$ cat config.mk
export PLATFORM = sky130hd
export DESIGN_NAME = rgb_led_scheduler_flat
export DESIGN_NICKNAME = d
export VERILOG_FILES = /design/src/rtl/rgb_led_scheduler_if.sv /design/src/rtl/rgb_led_scheduler.sv /design/src/flat_wrapper.sv
export SDC_FILE = /design/constraint.sdc
export NUM_CORES = 1
export LEC_CHECK = 0
export CAP_MARGIN = 20
export CORE_MARGIN = 10
export CORE_UTILIZATION = 51
export DETAILED_ROUTE_END_ITERATION = 8
export GPL_TIMING_DRIVEN = 0
export MAX_ROUTING_LAYER = met4
export PLACE_DENSITY = 0.78
export SLEW_MARGIN = 20
export SYNTH_ARGS = -nofsm -noshare
export SYNTH_HDL_FRONTEND = slang
export SYNTH_SLANG_ARGS = --single-unit
export TNS_END_PERCENT = 10
$ cat constraint.sdc
create_clock -name int_osc -period 5.6 [get_ports int_osc]
set_clock_uncertainty 0.1 [all_clocks]
set_input_delay 1.12 -clock int_osc [delete_from_list [all_inputs] [get_ports int_osc]]
set_output_delay 1.12 -clock int_osc [all_outputs]
set_load 0.05 [all_outputs]
$ cat src/rtl/rgb_led_scheduler_if.sv
// rgb_led_scheduler_if
//   Bundles the requester-side inputs and the driver-side outputs of the
//   RGB LED scheduler.
//   master : status logic / testbench side (drives req, blink, color)
//   slave  : scheduler side (drives grant, busy and the LED driver controls)
//   Signals:
//     req    [N_REQ]            level request per requester (0 = highest priority)
//     blink  [N_REQ]            1 = requester wants its colour to blink
//     color  [N_REQ*3*PWM_BITS] slice i = {red,green,blue} duty of requester i
//     grant  [N_REQ]            one-hot current owner, 0 when none
//     busy                      scheduler not idle
//     rgb_en / cur_en           RGBLEDEN / CURREN of the RGB primitive
//     pwm_r / pwm_g / pwm_b     RGB2PWM / RGB0PWM / RGB1PWM
interface rgb_led_scheduler_if #(
  parameter int N_REQ    = 4,
  parameter int PWM_BITS = 8
);
  logic [N_REQ-1:0]            req;
  logic [N_REQ-1:0]            blink;
  logic [N_REQ*3*PWM_BITS-1:0] color;
  logic [N_REQ-1:0]            grant;
  logic                        busy;
  logic                        rgb_en;
  logic                        cur_en;
  logic                        pwm_r;
  logic                        pwm_g;
  logic                        pwm_b;

  modport master (
    output req, blink, color,
    input  grant, busy, rgb_en, cur_en, pwm_r, pwm_g, pwm_b
  );

  modport slave (
    input  req, blink, color,
    output grant, busy, rgb_en, cur_en, pwm_r, pwm_g, pwm_b
  );
endinterface

$ cat src/rtl/rgb_led_scheduler.sv
// rgb_led_scheduler
//   Shares the single on-chip RGB LED driver among N_REQ status requesters.
//   Fixed priority (index 0 highest) with a minimum hold time before a
//   higher-priority requester may pre-empt the owner. Each requester supplies
//   a 3-channel duty and a blink flag. The driver is powered up (RGBLEDEN /
//   CURREN) PWRUP_CYC cycles before any PWM is produced and powered down for
//   one cycle after the last request goes away.
//   Ports:
//     int_osc  in  clock (HSOSC CLKHF)
//     rst      in  synchronous reset, active-high
//     bus      slave modport of rgb_led_scheduler_if (requests in, LED controls out)
//   All outputs come straight from flops.
module rgb_led_scheduler #(
  parameter int N_REQ     = 4,
  parameter int PWM_BITS  = 8,
  parameter int BLINK_DIV = 24000000,
  parameter int MIN_HOLD  = 4800000,
  parameter int PWRUP_CYC = 4800
) (
  input  logic               int_osc,
  input  logic               rst,
  rgb_led_scheduler_if.slave bus
);
  localparam int OW = (N_REQ > 1) ? $clog2(N_REQ) : 1;
  localparam int BW = (BLINK_DIV > 1) ? $clog2(BLINK_DIV) : 1;
  localparam int HW = $clog2(MIN_HOLD + 1);
  localparam int PW = (PWRUP_CYC > 1) ? $clog2(PWRUP_CYC) : 1;
  localparam int CW = 3 * PWM_BITS;
  localparam logic [PWM_BITS-1:0] PWM_LAST   = PWM_BITS'((2 ** PWM_BITS) - 2);
  localparam logic [BW-1:0]       BLINK_LAST = BW'(BLINK_DIV - 1);
  localparam logic [HW-1:0]       HOLD_MAX   = HW'(MIN_HOLD);
  localparam logic [PW-1:0]       PWRUP_LAST = PW'(PWRUP_CYC - 1);

  typedef enum logic [1:0] {S_IDLE, S_PWRUP, S_ACTIVE, S_PWRDN} state_t;

  state_t              r_state,     w_state_next;
  logic [PW-1:0]       r_pwr_cnt,   w_pwr_cnt_next;
  logic [PWM_BITS-1:0] r_pwm_cnt,   w_pwm_cnt_next;
  logic [BW-1:0]       r_blink_cnt, w_blink_cnt_next;
  logic                r_phase,     w_phase_next;
  logic [HW-1:0]       r_hold_cnt,  w_hold_cnt_next;
  logic [OW-1:0]       r_owner,     w_owner_next;
  logic [CW-1:0]       r_duty,      w_duty_next;
  logic                r_blink_lat, w_blink_lat_next;

  logic [N_REQ-1:0]    r_grant,  w_grant_next;
  logic                r_busy,   w_busy_next;
  logic                r_en,     w_en_next;
  logic                r_pwm_r,  w_pwm_r_next;
  logic                r_pwm_g,  w_pwm_g_next;
  logic                r_pwm_b,  w_pwm_b_next;

  logic [CW-1:0]       w_slice [N_REQ];
  logic [OW-1:0]       w_win;
  logic                w_any;
  logic                w_boundary;
  logic [HW-1:0]       w_hold_inc;
  logic                w_take;
  logic                w_latch;
  logic                w_on;

  generate
    for (genvar gi = 0; gi < N_REQ; gi++) begin : g_slice
      assign w_slice[gi] = bus.color[gi*CW +: CW];
    end
  endgenerate

  // Lowest requesting index wins.
  always_comb begin
    w_win = '0;
    for (int i = N_REQ - 1; i >= 0; i--) begin
      if (bus.req[i]) w_win = OW'(i);
    end
  end

  assign w_any      = |bus.req;
  // The edge leaving the last count starts a new frame; all ownership and
  // colour decisions happen on that edge so the new frame already uses them.
  assign w_boundary = (r_pwm_cnt == PWM_LAST);
  // Hold time as it will stand in the new frame, saturating at MIN_HOLD.
  assign w_hold_inc = (r_hold_cnt == HOLD_MAX) ? r_hold_cnt : r_hold_cnt + 1'b1;

  // State register and datapath registers.
  always_ff @(posedge int_osc) begin
    if (rst) begin
      r_state     <= S_IDLE;
      r_pwr_cnt   <= '0;
      r_pwm_cnt   <= '0;
      r_blink_cnt <= '0;
      r_phase     <= 1'b0;
      r_hold_cnt  <= '0;
      r_owner     <= '0;
      r_duty      <= '0;
      r_blink_lat <= 1'b0;
      r_grant     <= '0;
      r_busy      <= 1'b0;
      r_en        <= 1'b0;
      r_pwm_r     <= 1'b0;
      r_pwm_g     <= 1'b0;
      r_pwm_b     <= 1'b0;
    end else begin
      r_state     <= w_state_next;
      r_pwr_cnt   <= w_pwr_cnt_next;
      r_pwm_cnt   <= w_pwm_cnt_next;
      r_blink_cnt <= w_blink_cnt_next;
      r_phase     <= w_phase_next;
      r_hold_cnt  <= w_hold_cnt_next;
      r_owner     <= w_owner_next;
      r_duty      <= w_duty_next;
      r_blink_lat <= w_blink_lat_next;
      r_grant     <= w_grant_next;
      r_busy      <= w_busy_next;
      r_en        <= w_en_next;
      r_pwm_r     <= w_pwm_r_next;
      r_pwm_g     <= w_pwm_g_next;
      r_pwm_b     <= w_pwm_b_next;
    end
  end

  // Next-state and datapath update.
  always_comb begin
    w_state_next     = r_state;
    w_pwr_cnt_next   = r_pwr_cnt;
    w_pwm_cnt_next   = r_pwm_cnt;
    w_blink_cnt_next = r_blink_cnt;
    w_phase_next     = r_phase;
    w_hold_cnt_next  = r_hold_cnt;
    w_owner_next     = r_owner;
    w_duty_next      = r_duty;
    w_blink_lat_next = r_blink_lat;
    w_take           = 1'b0;
    w_latch          = 1'b0;
    case (r_state)
      S_IDLE: begin
        if (w_any) begin
          w_state_next   = S_PWRUP;
          w_pwr_cnt_next = '0;
        end
      end
      S_PWRUP: begin
        if (r_pwr_cnt == PWRUP_LAST) begin
          if (w_any) begin
            w_state_next = S_ACTIVE;
            w_take       = 1'b1;
          end else begin
            w_state_next = S_PWRDN;
          end
        end else begin
          w_pwr_cnt_next = r_pwr_cnt + 1'b1;
        end
      end
      S_ACTIVE: begin
        w_pwm_cnt_next   = w_boundary ? '0 : r_pwm_cnt + 1'b1;
        w_hold_cnt_next  = w_hold_inc;
        w_blink_cnt_next = (r_blink_cnt == BLINK_LAST) ? '0 : r_blink_cnt + 1'b1;
        w_phase_next     = (r_blink_cnt == BLINK_LAST) ? ~r_phase : r_phase;
        if (w_boundary) begin
          if (!w_any) begin
            w_state_next = S_PWRDN;
          end else if (!bus.req[r_owner] ||
                       ((w_win < r_owner) && (w_hold_inc >= HOLD_MAX))) begin
            w_take = 1'b1;
          end else begin
            w_latch = 1'b1;
          end
        end
      end
      default: begin
        w_state_next = S_IDLE;
      end
    endcase
    // New owner: restart frame, hold time and blink in the ON phase.
    if (w_take) begin
      w_owner_next     = w_win;
      w_hold_cnt_next  = '0;
      w_pwm_cnt_next   = '0;
      w_blink_cnt_next = '0;
      w_phase_next     = 1'b1;
      w_latch          = 1'b1;
    end
    if (w_latch) begin
      w_duty_next      = w_slice[w_owner_next];
      w_blink_lat_next = bus.blink[w_owner_next];
    end
  end

  // Output values for the coming cycle, registered above.
  always_comb begin
    w_grant_next = '0;
    w_pwm_r_next = 1'b0;
    w_pwm_g_next = 1'b0;
    w_pwm_b_next = 1'b0;
    w_busy_next  = (w_state_next != S_IDLE);
    w_en_next    = (w_state_next == S_PWRUP) || (w_state_next == S_ACTIVE);
    w_on         = w_phase_next | ~w_blink_lat_next;
    if (w_state_next == S_ACTIVE) begin
      w_grant_next = N_REQ'(1) << w_owner_next;
      w_pwm_r_next = w_on & (w_pwm_cnt_next < w_duty_next[CW-1 -: PWM_BITS]);
      w_pwm_g_next = w_on & (w_pwm_cnt_next < w_duty_next[2*PWM_BITS-1 -: PWM_BITS]);
      w_pwm_b_next = w_on & (w_pwm_cnt_next < w_duty_next[PWM_BITS-1:0]);
    end
  end

  assign bus.grant  = r_grant;
  assign bus.busy   = r_busy;
  assign bus.rgb_en = r_en;
  assign bus.cur_en = r_en;
  assign bus.pwm_r  = r_pwm_r;
  assign bus.pwm_g  = r_pwm_g;
  assign bus.pwm_b  = r_pwm_b;
endmodule
$ cat src/flat_wrapper.sv
// flat-port wrapper written by rule: the top's interface ports become plain ports
module rgb_led_scheduler_flat 
#(
  parameter int N_REQ     = 4,
  parameter int PWM_BITS  = 8,
  parameter int BLINK_DIV = 24000000,
  parameter int MIN_HOLD  = 4800000,
  parameter int PWRUP_CYC = 4800
)
  (int_osc, rst, bus_req, bus_blink, bus_color, bus_grant, bus_busy, bus_rgb_en, bus_cur_en, bus_pwm_r, bus_pwm_g, bus_pwm_b);
  rgb_led_scheduler_if #(.N_REQ(N_REQ), .PWM_BITS(PWM_BITS)) bus_i ();
  input  logic int_osc;
  input  logic rst;
  input wire logic [$bits(bus_i.req)-1:0] bus_req;
  input wire logic [$bits(bus_i.blink)-1:0] bus_blink;
  input wire logic [$bits(bus_i.color)-1:0] bus_color;
  output wire logic [$bits(bus_i.grant)-1:0] bus_grant;
  output wire logic [$bits(bus_i.busy)-1:0] bus_busy;
  output wire logic [$bits(bus_i.rgb_en)-1:0] bus_rgb_en;
  output wire logic [$bits(bus_i.cur_en)-1:0] bus_cur_en;
  output wire logic [$bits(bus_i.pwm_r)-1:0] bus_pwm_r;
  output wire logic [$bits(bus_i.pwm_g)-1:0] bus_pwm_g;
  output wire logic [$bits(bus_i.pwm_b)-1:0] bus_pwm_b;
  assign bus_i.req = bus_req;
  assign bus_i.blink = bus_blink;
  assign bus_i.color = bus_color;
  assign bus_grant = bus_i.grant;
  assign bus_busy = bus_i.busy;
  assign bus_rgb_en = bus_i.rgb_en;
  assign bus_cur_en = bus_i.cur_en;
  assign bus_pwm_r = bus_i.pwm_r;
  assign bus_pwm_g = bus_i.pwm_g;
  assign bus_pwm_b = bus_i.pwm_b;
  rgb_led_scheduler #(.N_REQ(N_REQ), .PWM_BITS(PWM_BITS), .BLINK_DIV(BLINK_DIV), .MIN_HOLD(MIN_HOLD), .PWRUP_CYC(PWRUP_CYC)) u_core (.int_osc(int_osc), .rst(rst), .bus(bus_i));
endmodule
# == Yosys cells after proc, flatten, opt, wreduce, memory -nomap -nowiden ==
# Index checks and enable logic that the tools add are counted.
# totals
input_bits,106
word_cells,99
out_inout_bits,10
regBits,108
# op_classes
n_reduce_logical,11
shift,1
bitwise,8
mux,42
magnitude_cmp,8
n_eq_ne,10
add_sub_neg,4
# op_table
cell,count
$mux 24,3
$bmux 24 s2,1
$mux 13,2
$pmux 13 s2,1
$add 25x1->25 const B,1
$eq 25x25->1 const B,1
$mux 25,1
$lt 8x8->1,3
$mux 8,3
$add 23x1->23 const B,1
$eq 23x23->1 const B,1
$ge 23x23->1 const B,1
$mux 23,1
$mux 2,9
$mux 1,17
$add 13x1->13 const B,1
$eq 13x13->1 const B,1
$add 8x1->8 const B,1
$eq 8x8->1 const B,1
$lt 2x3->1 const B,2
$pmux 2 s3,1
$bmux 1 s2,2
$eq 2x1->1 const B,2
$eq 2x2->1 const B,2
18 further kinds,25

# == Depth between registers and ports, before layout ==
# depth
word_depth,19
depth_mapped,22
ltp_nobuf,19

# == Worst setup path after synthesis ==
# Ideal clock, no wire load.
# synth_path
path_type,in2reg
startpoint,in bus_req[1]
endpoint,reg u_core.r_pwm_b (netlist: u_core.bus.pwm_b)
required_time_ps,5404
path_buffers,3
arrival_ps,4386
setup_ps,96
path_stages,19
path_slack_ps,1018
cell_sequence,nor3_1 ha_1 o21a_1 o21a_1 nor2_1 o211ai_1 a41oi_2 buf_6 mux2_4 buf_8 buf_4 mux2i_1 mux2i_1 mux2i_1 ha_1 and4_1 a21oi_1 nand2_1 nor4b_1
# synth_via
elab_chain_cells,17
# synth_rtl
element,line,source
"start, declared",flat_wrapper.sv:14,input wire logic [$bits(bus_i.req)-1:0] bus_req;
$mux 2 (2 in a row),rgb_led_scheduler.sv:72,if (bus.req[i]) w_win = OW'(i);
$lt 2x2->1,rgb_led_scheduler.sv:161,((w_win < r_owner) && (w_hold_inc >= HOLD_MAX))) begin
$logic_and 1x1->1,rgb_led_scheduler.sv:161,
$logic_or 1x1->1,rgb_led_scheduler.sv:160,end else if (!bus.req[r_owner] ||
$mux 1,rgb_led_scheduler.sv:160,
$mux 1,rgb_led_scheduler.sv:158,if (!w_any) begin
$mux 1,rgb_led_scheduler.sv:157,if (w_boundary) begin
$pmux 1 s2,rgb_led_scheduler.sv:133,case (r_state)
$mux 2,rgb_led_scheduler.sv:173,if (w_take) begin
$not 2->3 (not written as such),rgb_led_scheduler.sv:182,w_duty_next = w_slice[w_owner_next];
$bmux 24 s2,rgb_led_scheduler.sv:182,
$mux 24 (not written as such) (2 in a row),rgb_led_scheduler.sv:182,
$mux 24,rgb_led_scheduler.sv:181,if (w_latch) begin
$lt 8x8->1,rgb_led_scheduler.sv:200,w_pwm_b_next = w_on & (w_pwm_cnt_next < w_duty_next[PWM_BITS-1:0]);
$and 1x1->1,rgb_led_scheduler.sv:200,
"end signal, assigned",rgb_led_scheduler.sv:116,r_pwm_b <= w_pwm_b_next;
"end, declared",rgb_led_scheduler.sv:51,"logic r_pwm_b, w_pwm_b_next;"
# Several ways; a longest one is shown, not always the timed one. The select of a mux whose other input is x is not followed.
# A chain may end at the register's enable or synchronous reset.

# == Worst setup path after layout ==
# layout_path
startpoint,in bus_req[3]
endpoint,reg u_core.r_pwm_r (netlist: u_core.bus.pwm_r)
# layout_via
elab_chain_cells,19
# layout_rtl
element,line,source
$mux 2 (4 in a row),rgb_led_scheduler.sv:72,
$lt 2x2->1,rgb_led_scheduler.sv:161,
$logic_and 1x1->1,rgb_led_scheduler.sv:161,
$logic_or 1x1->1,rgb_led_scheduler.sv:160,
$mux 1,rgb_led_scheduler.sv:160,
$mux 1,rgb_led_scheduler.sv:158,
$mux 1,rgb_led_scheduler.sv:157,
$pmux 1 s2,rgb_led_scheduler.sv:133,
$mux 2,rgb_led_scheduler.sv:173,
$not 2->3 (not written as such),rgb_led_scheduler.sv:182,
$bmux 24 s2,rgb_led_scheduler.sv:182,
$mux 24 (not written as such) (2 in a row),rgb_led_scheduler.sv:182,
$mux 24,rgb_led_scheduler.sv:181,
$lt 8x8->1,rgb_led_scheduler.sv:198,w_pwm_r_next = w_on & (w_pwm_cnt_next < w_duty_next[CW-1 -: PWM_BITS]);
$and 1x1->1,rgb_led_scheduler.sv:198,
"end signal, assigned",rgb_led_scheduler.sv:114,r_pwm_r <= w_pwm_r_next;
"end, declared",rgb_led_scheduler.sv:49,"logic r_pwm_r, w_pwm_r_next;"
# Several ways; a longest one is shown, not always the timed one. The select of a mux whose other input is x is not followed.

==> metrics.md <==
| Metric | Value |
|---|---|
| Outcome | `finished, final reports clean` |
| Grt total ovfl | `0` |
| H-Tree Depth | `3` |
| Relative slew slack | `44.7%` |
| Flop pwr share | `a little over 50%` |
| VDD IR-drop max | `around 0.00020 V` |
| Vias | `between 5k and 6k` |
| CP Data Required Time | `5.75 ns` |
| Worst Max-Slew Pin Slew | `0.806 ns` |
| Critical path buffers and inverters | `4` |
| Root cell of the clock tree | `clkbuf_16` |
| Min Tclk post-route | `5.23 ns` |
| Post-CTS setup buffer count | `0` |
| Final Cycle Share | `93.3%` |
| Slew Limit Fails | `0` |
| Cts hold-fix bufs | `0` |
| Die X | `about 130 um` |
| Worst setup margin | `between 0.3 and 0.4 ns` |
| Syn_area_per_cell | `8.78 sq um` |
| Area Growth Syn to Fin | `25.1%` |
| Asr flop ratio synth | `0%` |
| Cell count after synthesis | `749` |
| Dpl ws | `-0.163 ns` |
| Core Region | `0.0126 sq mm` |
| Sw frac | `23.1%` |
| Worst Setup Start Kind | `input pin` |
| Global-route usage over all layers | `19.0%` |
| GP Congestion | `just over 0.9` |
| Final setup fails | `0` |
| Max Clk Rate | `191 MHz` |
| Crit path max-delay cell type | `clkdlybuf4s50_1` |
| Setup tns final | `0 ns` |
| Maximum buffer depth of the clock tree | `2` |
| CP Capture Type | `register` |
| Vias per cell | `around 5.4` |
| Worst hold-check path type | `register to register` |
| Synth Cell Area | `0.00658 sq mm` |
| CTS tree | `built` |
| Hpwl dp | `about 13000 um` |
| Worst path most repeated cell | `mux2i_1` |
| Row cnt | `41` |
| Die area | `roughly 0.018 sq mm` |
| Antenna violations before repair | `1` |
| Post-CTS resize count | `0` |
| Yosys reg bits | `108` |
| Leakage | `3.32 nW` |
| Internal power | `0.00116 W` |
| Crit path DAT | `5.38 ns` |
| Delay-heaviest family, CP | `buffers and inverters` |
| Max Cap Viol | `0` |
| Antenna Violating Nets Remaining | `0` |
| Library cells used by synthesis | `69` |
| Cell Chain, Critical Path | `clkdlybuf4s50_1 -> nor2_1 -> nor3_2 -> ha_1 -> o21a_1 -> o21a_1 -> nor2_1 -> o211ai_1 -> a41oi_2 -> buf_6 -> mux2_4 -> buf_8 -> buf_4 -> mux2i_1 -> mux2i_1 -> mux2i_1 -> ha_1 -> and3_1 -> nand3_1 -> a21oi_1 -> o41ai_1 -> and4bb_1` |
| CP peak stage delay | `0.53 ns` |
| Crit Path Max Fanout | `10` |
| Register area share after synthesis | `32.9%` |
| First-pass GRT wire length | `approximately 27000 um` |
| Die Y | `134 um` |
| Initial Util | `around 52%` |
| Num ports | `116` |
| Drt pass-1 iters | `7` |
| Drt wl/cell | `15.7 um` |
| Top FF cell, synth | `dfxtp_1` |
| Worst Hold Margin | `a little under 0.4 ns` |
| Syn_nets | `889` |
| Pwr Total | `0.00151 W` |
| Yosys warnings | `0` |
| CTS sink cnt | `approximately 110` |
| Final hold violation count | `0` |
| Pwr dens | `184 mW/mm^2` |
| Final net count | `1015` |
| Net load switching power | `0.000350 W` |
| Fin area | `0.00823 sq mm` |
| Routed WL | `16500 um` |
| Number of global-route vias before repair | `roughly 5.6k` |
| Area after DPL | `0.00794 sq mm` |
| Clock power share | `39.3%` |
| Clock transition at path regs | `about 0.070 ns` |
| Comb power frac | `a little under a tenth` |
| Clock latency on the worst-skew pair | `roughly 0.36 ns` |
| Fillcell total | `1133` |
| Post-synth EDFFs | `0` |
| Unrepaired setup endpoints after global routing | `no` |
| Total CTS buffers | `9` |
| Pin count of the biggest net entering global routing | `18` |
| Kind of critical path | `input pin to register` |
| Share of layout cells above drive strength 1 | `roughly 7.5%` |
| Residual DRC | `0` |
| Port Buf Inserts | `around 120` |
| Initial DRC Count | `369` |
-- through the flow --
| step | std cells | utilization, % |
|---|---|---|
| after floorplan | 749 | - |
| after global placement | 1036 | 62.9 |
| after detailed placement | 1036 | 62.9 |
| after CTS | 1051 | 65.1 |
| after global routing | 1052 | 65.2 |
| final | 1052 | 65.2 |
-- final cells by class --
cell class | count | area [sq um] | share of cell area (%)
multi-input cells | 584 | 4140 | 50.3
flip-flops and latches | 108 | 2160 | 26.3
repair buffers | 115 | 1150 | 14.0
plain buffers | 42 | 236 | 2.87
clock buffers | 10 | 229 | 2.78
well taps | 172 | 215 | 2.62
inverters | 15 | 56.3 | 0.684
clock inverters | 5 | 37.5 | 0.456
diodes | 1 | 2.50 | 0.0304
-- placed cells by master, fill, tap and decap left out, drive strengths merged, types with 4 or more instances in the layout --
master	instances
a21oi	16
mux2	7
o21ai	8
clkbuf	26
xnor2	28
nand3	35
buf	26
dfxtp	108
and3	16
mux2i	90
and2	4
nor3	14
ha	34
nor2	139
inv	17
clkdlybuf4s50	115
nand4	26
nand2	49
a21o	5
nor4	6
xor2	48
and4	5
-- synthesized netlist by cell type, types with 2 or more instances --
cell type / instances / area share, %
nor2_4: 2 / 0.34
nor4_1: 4 / 0.38
and3_1: 16 / 1.5
buf_6: 3 / 0.51
and2_1: 4 / 0.38
inv_1: 15 / 0.86
xnor2_1: 28 / 3.7
a21o_1: 5 / 0.57
and4_1: 5 / 0.67
o21bai_1: 2 / 0.23
o211ai_1: 2 / 0.23
buf_1: 3 / 0.17
nor4b_1: 3 / 0.40
xor2_1: 48 / 6.4
nor2_1: 137 / 7.8
mux2i_1: 89 / 14
nand2_1: 49 / 2.8
buf_2: 11 / 0.84
nand4b_1: 2 / 0.27
nand4_2: 3 / 0.57
a311oi_1: 2 / 0.27
o21a_1: 3 / 0.34
mux2_2: 4 / 0.68
clkbuf_1: 15 / 0.86
mux2_4: 2 / 0.46
a221oi_1: 2 / 0.27
nand4_1: 23 / 2.2
o2111ai_1: 2 / 0.27
dfxtp_1: 108 / 33
ha_1: 34 / 6.5
nand2b_1: 3 / 0.29
nor2b_1: 3 / 0.29
a21oi_1: 15 / 1.1
buf_4: 8 / 0.91
o41ai_1: 3 / 0.40
or2_2: 3 / 0.29
a222oi_1: 3 / 0.46
nor3_1: 13 / 0.99
o21ai_0: 8 / 0.61
and4bb_1: 2 / 0.38
nand3_1: 34 / 2.6
-- routing by layer --
metal / up-vias / share of wire [%] / global-route usage (%) / wire [um]
li1: 2880 / - / - / -
met1: 2664 / 44 / 22.0 / 7260
met2: 118 / 50 / 32.2 / 8260
met3: 20 / 4.6 / 4.66 / 764
met4: 0 / 1.5 / 4.78 / 241
met5: - / 0 / - / 0
-- worst register-to-register path, cell delays in order, from the launching register on --
cell	delay, ns
dfxtp_1	0.44
ha_1	0.34
nand3_1	0.22
nor2_2	0.34
a21oi_1	0.13
o21a_1	0.20
a211oi_2	0.24
o2111ai_1	0.22
a41oi_2	0.36
buf_6	0.20
mux2_4	0.34
buf_8	0.16
buf_4	0.21
mux2i_1	0.14
mux2i_1	0.15
mux2i_1	0.14
ha_1	0.36
and3_1	0.18
nand3_1	0.08
a21oi_1	0.13
o41ai_1	0.09
and4bb_1	0.21
-- worst paths after layout --
check	slack, ns	from	depth (start not counted)	end
hold reg to reg	0.39	u_core.r_blink_lat$_SDFF_PP0_	2	u_core.r_blink_lat$_SDFF_PP0_
setup reg to reg	0.51	u_core.r_hold_cnt[1]$_SDFFE_PP0N_	21	u_core.bus.pwm_r$_SDFF_PP0_
setup / recovery	0.37	bus_req[3]	22	u_core.bus.pwm_r$_SDFF_PP0_
hold / removal	0.39	u_core.r_blink_lat$_SDFF_PP0_	2	u_core.r_blink_lat$_SDFF_PP0_
-- power by group through the flow --
stage | sequential (W) | clock (W) | combinational [W]
after floorplan | 0.000797 | 0 | 0.0000478
after global placement | 0.000792 | 0 | 0.000141
after detailed placement | 0.000792 | 0 | 0.000144
after CTS | 0.000774 | 0.000608 | 0.000145
after global routing | 0.000774 | 0.000643 | 0.000157
final | 0.000774 | 0.000595 | 0.000144
-- state kept, by name, summed over array words and instances, names as in the netlist --
signal,count
u_core.r_pwm_cnt,8
u_core.bus.pwm_r,1
u_core.r_phase,1
u_core.r_pwr_cnt,13
u_core.bus.pwm_g,1
u_core.r_blink_lat,1
u_core.r_blink_cnt,25
u_core.r_hold_cnt,23
u_core.bus.grant,4
u_core.bus.cur_en,1
u_core.r_state,2
u_core.r_duty,24
u_core.bus.pwm_b,1
u_core.bus.busy,1
u_core.r_owner,2
-- kinds of logic after synthesis --
group,count (synthesis),synth area share [%]
and+or+nand+nor,316,23.9
DFF,108,32.9
muxes,98,15.4
xor gates and xnor gates,76,10.1
AOI/OAI and AO/OA,60,6.74
buffers and inverters,57,4.45
adders and majority gates,34,6.47
(Power assumes the default switching activity.)
